--- config.mk ---
export PLATFORM = sky130hd
export DESIGN_NAME = rca_sweep_ctrl_flat
export DESIGN_NICKNAME = d
export VERILOG_FILES = /design/src/rtl/rca_sweep_ctrl_if.sv /design/src/rtl/rca_sweep_ctrl.sv /design/src/flat_wrapper.sv
export SDC_FILE = /design/constraint.sdc
export NUM_CORES = 1
export LEC_CHECK = 0
export CORE_ASPECT_RATIO = 1.25
export CORE_MARGIN = 4
export CORE_UTILIZATION = 50
export CTS_CLUSTER_DIAMETER = 120
export DETAILED_ROUTE_END_ITERATION = 10
export GPL_ROUTABILITY_DRIVEN = 0
export PLACE_DENSITY = 0.73
export SYNTH_ARGS = -nofsm -noshare
export SYNTH_HDL_FRONTEND = slang
export SYNTH_SLANG_ARGS = --single-unit
export TNS_END_PERCENT = 5
--- constraint.sdc ---
create_clock -name clk -period 2.63 [get_ports clk]
set_input_delay 0.263 -clock clk [delete_from_list [all_inputs] [get_ports clk]]
set_output_delay 0.263 -clock clk [all_outputs]
set_load 0.02 [all_outputs]
--- src/rtl/rca_sweep_ctrl_if.sv ---
// Adder self-test bus: adder drive/sense plus display and status outputs.
// master = sweep controller, slave = adder/display side.
interface rca_sweep_ctrl_if;
  logic       start;
  logic       hold;
  logic [3:0] sum_in;
  logic [2:0] op_a;
  logic [2:0] op_b;
  logic [3:0] hex3;
  logic [3:0] hex2;
  logic [3:0] hex1;
  logic [3:0] hex0;
  logic [6:0] err_cnt;
  logic       busy;
  logic       done;

  modport master (
    input  start, hold, sum_in,
    output op_a, op_b, hex3, hex2, hex1, hex0, err_cnt, busy, done
  );

  modport slave (
    output start, hold, sum_in,
    input  op_a, op_b, hex3, hex2, hex1, hex0, err_cnt, busy, done
  );
endinterface

--- src/rtl/rca_sweep_ctrl.sv ---
// Sweeps a 3-bit adder through all 64 operand pairs, checks each sum after one
// settle cycle, shows each vector for DWELL cycles and finally the error count.
module rca_sweep_ctrl #(
  parameter int DWELL   = 50_000_000,
  parameter int DWELL_W = 26
) (
  input  logic              clk,
  input  logic              reset,
  rca_sweep_ctrl_if.master  bus
);

  typedef enum logic [2:0] {
    S_IDLE   = 3'd0,
    S_APPLY  = 3'd1,
    S_SAMPLE = 3'd2,
    S_DWELL  = 3'd3,
    S_DONE   = 3'd4
  } state_t;

  state_t               state_q, state_d;
  logic [5:0]           idx_q, idx_d;
  logic [6:0]           err_q, err_d;
  logic [3:0]           hex3_q, hex3_d, hex2_q, hex2_d, hex1_q, hex1_d, hex0_q, hex0_d;
  logic                 busy_q, busy_d, done_q, done_d;
  logic [DWELL_W-1:0]   timer_q, timer_d;

  logic [3:0] exp_sum;
  logic [3:0] pop_cnt;
  logic       dwell_end;

  assign exp_sum   = {1'b0, idx_q[5:3]} + {1'b0, idx_q[2:0]};
  assign pop_cnt   = {3'b000, bus.sum_in[0]} + {3'b000, bus.sum_in[1]}
                   + {3'b000, bus.sum_in[2]} + {3'b000, bus.sum_in[3]};
  assign dwell_end = !bus.hold && (timer_q == '0);

  always_ff @(posedge clk) begin
    if (reset) begin
      state_q <= S_IDLE;
    end else begin
      state_q <= state_d;
    end
  end

  always_comb begin
    state_d = state_q;
    case (state_q)
      S_IDLE, S_DONE: if (bus.start) state_d = S_APPLY;
      S_APPLY:        state_d = S_SAMPLE;
      S_SAMPLE:       state_d = S_DWELL;
      S_DWELL:        if (dwell_end) state_d = (idx_q == 6'h3F) ? S_DONE : S_APPLY;
      default:        state_d = S_IDLE;
    endcase
  end

  always_comb begin
    idx_d   = idx_q;
    err_d   = err_q;
    hex3_d  = hex3_q;
    hex2_d  = hex2_q;
    hex1_d  = hex1_q;
    hex0_d  = hex0_q;
    busy_d  = busy_q;
    done_d  = done_q;
    timer_d = timer_q;
    case (state_q)
      S_IDLE, S_DONE: begin
        if (bus.start) begin
          idx_d  = '0;
          err_d  = '0;
          busy_d = 1'b1;
          done_d = 1'b0;
        end
      end
      S_SAMPLE: begin
        if ((bus.sum_in != exp_sum) && (err_q != 7'd64)) err_d = err_q + 7'd1;
        hex3_d  = {1'b0, idx_q[5:3]};
        hex2_d  = {1'b0, idx_q[2:0]};
        hex1_d  = bus.sum_in;
        hex0_d  = pop_cnt;
        timer_d = DWELL_W'(DWELL - 1);
      end
      S_DWELL: begin
        if (!bus.hold) begin
          if (timer_q != '0) begin
            timer_d = timer_q - 1'b1;
          end else if (idx_q == 6'h3F) begin
            // Final display: "EE" marker followed by the error count in hex.
            busy_d = 1'b0;
            done_d = 1'b1;
            hex3_d = 4'hE;
            hex2_d = 4'hE;
            hex1_d = {1'b0, err_q[6:4]};
            hex0_d = err_q[3:0];
          end else begin
            idx_d = idx_q + 6'd1;
          end
        end
      end
      default: ;
    endcase
  end

  always_ff @(posedge clk) begin
    if (reset) begin
      idx_q   <= '0;
      err_q   <= '0;
      hex3_q  <= '0;
      hex2_q  <= '0;
      hex1_q  <= '0;
      hex0_q  <= '0;
      busy_q  <= 1'b0;
      done_q  <= 1'b0;
      timer_q <= '0;
    end else begin
      idx_q   <= idx_d;
      err_q   <= err_d;
      hex3_q  <= hex3_d;
      hex2_q  <= hex2_d;
      hex1_q  <= hex1_d;
      hex0_q  <= hex0_d;
      busy_q  <= busy_d;
      done_q  <= done_d;
      timer_q <= timer_d;
    end
  end

  assign bus.op_a    = idx_q[5:3];
  assign bus.op_b    = idx_q[2:0];
  assign bus.hex3    = hex3_q;
  assign bus.hex2    = hex2_q;
  assign bus.hex1    = hex1_q;
  assign bus.hex0    = hex0_q;
  assign bus.err_cnt = err_q;
  assign bus.busy    = busy_q;
  assign bus.done    = done_q;

endmodule

--- src/flat_wrapper.sv ---
// flat-port wrapper written by rule: the top's interface ports become plain ports
module rca_sweep_ctrl_flat 
#(
  parameter int DWELL   = 50_000_000,
  parameter int DWELL_W = 26
)
  (clk, reset, bus_start, bus_hold, bus_sum_in, bus_op_a, bus_op_b, bus_hex3, bus_hex2, bus_hex1, bus_hex0, bus_err_cnt, bus_busy, bus_done);
  rca_sweep_ctrl_if bus_i ();
  input  logic clk;
  input  logic reset;
  input wire logic [$bits(bus_i.start)-1:0] bus_start;
  input wire logic [$bits(bus_i.hold)-1:0] bus_hold;
  input wire logic [$bits(bus_i.sum_in)-1:0] bus_sum_in;
  output wire logic [$bits(bus_i.op_a)-1:0] bus_op_a;
  output wire logic [$bits(bus_i.op_b)-1:0] bus_op_b;
  output wire logic [$bits(bus_i.hex3)-1:0] bus_hex3;
  output wire logic [$bits(bus_i.hex2)-1:0] bus_hex2;
  output wire logic [$bits(bus_i.hex1)-1:0] bus_hex1;
  output wire logic [$bits(bus_i.hex0)-1:0] bus_hex0;
  output wire logic [$bits(bus_i.err_cnt)-1:0] bus_err_cnt;
  output wire logic [$bits(bus_i.busy)-1:0] bus_busy;
  output wire logic [$bits(bus_i.done)-1:0] bus_done;
  assign bus_i.start = bus_start;
  assign bus_i.hold = bus_hold;
  assign bus_i.sum_in = bus_sum_in;
  assign bus_op_a = bus_i.op_a;
  assign bus_op_b = bus_i.op_b;
  assign bus_hex3 = bus_i.hex3;
  assign bus_hex2 = bus_i.hex2;
  assign bus_hex1 = bus_i.hex1;
  assign bus_hex0 = bus_i.hex0;
  assign bus_err_cnt = bus_i.err_cnt;
  assign bus_busy = bus_i.busy;
  assign bus_done = bus_i.done;
  rca_sweep_ctrl #(.DWELL(DWELL), .DWELL_W(DWELL_W)) u_core (.clk(clk), .reset(reset), .bus(bus_i));
endmodule
==> impl_metrics.ini <==
[placement]
io_buffer_count = 38
place_inst = 497
dp_hpwl_um = 6159

[critical_path]
end_kind = flip-flop
r2r_cells = 8
cp-start-kind = flip-flop
worst-path-max-fanout = 6
rr_endpoint = u_core.bus.err_cnt[1]$_SDFFE_PP0P_
cp_cell_sequence = ha_1, inv_1, fa_1, xnor3_1, nor3_1, o21a_1, o21ai_0, o31ai_1
slowest_delay_ns = 0.43
crit_slowest_cell = dfxtp_1
worstSetupPathType = flip-flop to flip-flop
required_ns = 2.89
critPathArrivalTime_ns = 2.61
r2r_start = u_core.idx_q[3]$_SDFFE_PP0P_
ff2ff_setup_slack_ns = 0.29

[timing]
fmax_mhz = 426.8
finalHoldViolCount = 0
slew_headroom_pct = 56.84
rsz0062_at_grt = false
tns_ns = 0
setup_viol = 0
tightest_slew_ns = 0.6425
clock_skew_ns = 0.01066
fin_crit_sh_pct = 89.08
drv_slew = 0
fin_crit_ns = 2.343

[layout]
final_cells = 515
syn2layout_area_growth_pct = 21.91
layout.nets = 444
layout_commonest_cell = dfxtp_1
diodes = 0
drive_above_1_share_pct = 13.26
layout_common_cells = dfxtp_1 (59), clkdlybuf4s50_1 (38), nand2_1 (24)

[grt]
top_usage_layer = met2
grt_start_max_net_pins = 41
overflow = 0
use_met2_pct = 38.39
grt_pass1_wl_um = 14670
antenna_found_initial = 0
grtUsageMet3_pct = 3.506
use_met1_pct = 29.58
grt_pass1_vias = 3047
grt_util_all_layers_pct = 23.54

[synth]
synth-seq-cells = 59
yosys-top-cells-area = dfxtp_1 (36%), a21oi_1 (3.5%), ha_1 (3.5%)
syn_nets = 399
yosysUniqueCellTypes = 53
synth-warning-count = 0
synthCells = 380
syn_avg_cell_area_um2 = 8.564
netlist_area_um2 = 3254
synth_top_area_share_pct = 36.29
yosys.area.top_type = dfxtp_1
ys_seq_area_share_pct = 36.29

[floorplanning]
io_pins = 39
dieHeight_um = 98.20
placement_rows = 32
core-area_um2 = 6246
floorplan.initialDensity_pct = 52.10
die_area_um2 = 7872
die_w_um = 80.16

[route]
first_pass_iters = 4
wl_per_cell_um = 17.17
avgViaCountPerCell = 6.241
first_iter_violations = 235
route.vias.total = 3214
drc_errors = 0
wirelength_um = 8840
antenna_left = 0

[clock_network]
htreeDepth = 3
root_buffer = clkbuf_8
cts_hold_buf = 0
clockBufferDepth = 2
cts_sinks = 59
clk_pin_slew_ns = 0.07
clock_latency_ns = 0.35
cts_tree = yes
cts_made_buffers = 9

[hold_path]
hp-start = u_core.bus.done$_SDFFE_PP0P_
whs_path_depth = 2
hold_path_class = flip-flop to flip-flop
min_to = u_core.bus.done$_SDFFE_PP0P_

[pwr]
power_frac_seq_pct = 42.3
vdd_drop_max_mv = 0.2910
intPower_uw = 1617
power_frac_clock_pct = 30.4
power.leakage_uw = 0.001402
powerDensity_nw_per_um2 = 617.3
switching_share_pct = 33.99
power.switching_uw = 832.5
power.share.combinational_pct = 27.3

[status]
status = finished, final reports clean

[flow_run]
max-cap-violations = 0
-- registers in the layout, summed over array words and instances, names as in the netlist --
register	flops
u_core.timer_q	26
u_core.bus.err_cnt	7
u_core.idx_q	6
u_core.bus.hex0	4
u_core.bus.hex1	4
u_core.bus.hex2	4
u_core.bus.hex3	3
u_core.state_q	3
u_core.bus.busy	1
u_core.bus.done	1
-- power by group through the flow --
stage | clock [µW] | sequential (µW) | combinational (µW)
after floorplan | 0 | 1050 | 455
after global placement | 0 | 1050 | 650
after detailed placement | 0 | 1050 | 661
after CTS | 760 | 1030 | 665
after global routing | 798 | 1050 | 739
final | 745 | 1040 | 669
-- metrics by stage --
step / area, µm² / worst slack, ns / utilization (%) / hold WS [ns] / power (µW)
final: 3968 / 0.2871 / 63.52 / 0.4704 / 2449
after global routing: 3968 / 0.07007 / 63.52 / 0.4862 / 2584
after CTS: 3948 / 0.07777 / 63.20 / 0.4687 / 2458
after detailed placement: 3775 / 0.08677 / 60.44 / 0.4571 / 1713
after global placement: 3775 / 0.2185 / 60.44 / 0.4512 / 1698
after floorplan: 3254 / 0.3205 / - / 0.3990 / 1509
-- area by class of cell --
class	count	area, µm²
inverter	14	52.55
clock buffer	14	162.7
multi-input combinational	286	1934
fill	580	2278
sequential	59	1181
tap	85	106.4
clock inverter	2	10.01
timing repair buffer	55	520.5
-- worst max-delay path, delay by kind of cell, from the launching register on --
| family | cells | cell delay [ns] |
|---|---|---|
| AND/OR/NAND/NOR | 1 | 0.19 |
| buffers and inverters | 1 | 0.05 |
| XOR/XNOR | 1 | 0.34 |
| flip-flops | 1 | 0.43 |
| AO/OA/AOI/OAI | 3 | 0.66 |
| adder cells (fa/ha/maj) | 2 | 0.58 |
-- cell usage after synthesis (all sizes together) --
cell and n:
o21a 4, a32o 1, xnor3 1, nor3b 2
and4 3, a311oi 1, nand2b 5, or3b 1
o31ai 11, a41oi 2, nand3 19, clkbuf 15
a221oi 1, nor2 23, mux2i 1, nand2 24
nand4 8, a31oi 16, or4 17, buf 6
o41ai 2, o21ai 19, o2111ai 3, or4b 1
dfxtp 59, nor2b 4, nor4 7, o211ai 9
a21oi 23, a211oi 3, nand4b 3, inv 14
fa 2, o221a 9, ha 9, or2 2
o311ai 1, xor2 3, nor3 16, and3 5
a31o 2, xnor2 3, nand3b 3, or3 17
-- layer usage --
layer / vias up / wire length, µm / part of all wire [%]
met3: 24 / 469 / 5.3
met4: 0 / 192 / 2.2
li1: 1553 / - / -
met2: 108 / 4430 / 50
met1: 1529 / 3747 / 42
met5: - / 0 / 0
-- worst max path at each step --
stage                                         from                            endpoint  depth (start not counted)
global route          u_core.idx_q[3]$_SDFFE_PP0P_  u_core.bus.err_cnt[1]$_SDFFE_PP0P_                          8
floorplan             u_core.idx_q[4]$_SDFFE_PP0P_  u_core.bus.err_cnt[1]$_SDFFE_PP0P_                          8
CTS                 u_core.timer_q[0]$_SDFFE_PP0P_        u_core.bus.busy$_SDFFE_PP0P_                          7
finish                u_core.idx_q[3]$_SDFFE_PP0P_  u_core.bus.err_cnt[1]$_SDFFE_PP0P_                          8
global placement    u_core.timer_q[0]$_SDFFE_PP0P_     u_core.bus.hex0[2]$_SDFFE_PP0P_                          7
detailed placement  u_core.timer_q[0]$_SDFFE_PP0P_     u_core.bus.hex0[0]$_SDFFE_PP0P_                          7
-- cell families (layout without fill, tap and decap cells) --
family | count (synthesis) | after routing | synth area share [%]
multiplexers | 1 | 1 | 0.3076
buffers and inverters | 35 | 85 | 4.537
AO/OA/AOI/OAI | 107 | 107 | 22.53
AND/OR/NAND/NOR | 160 | 160 | 29.34
XOR/XNOR | 7 | 7 | 2.307
adder cells (fa/ha/maj) | 11 | 11 | 4.691
flip-flops | 59 | 59 | 36.29
-- timing repair --
action                                  CTS  global route
resized for setup                         0             1
endpoints found under the setup margin    0            10
setup buffers                             0             2
No activity file was read; power rests on OpenSTA's default activity.
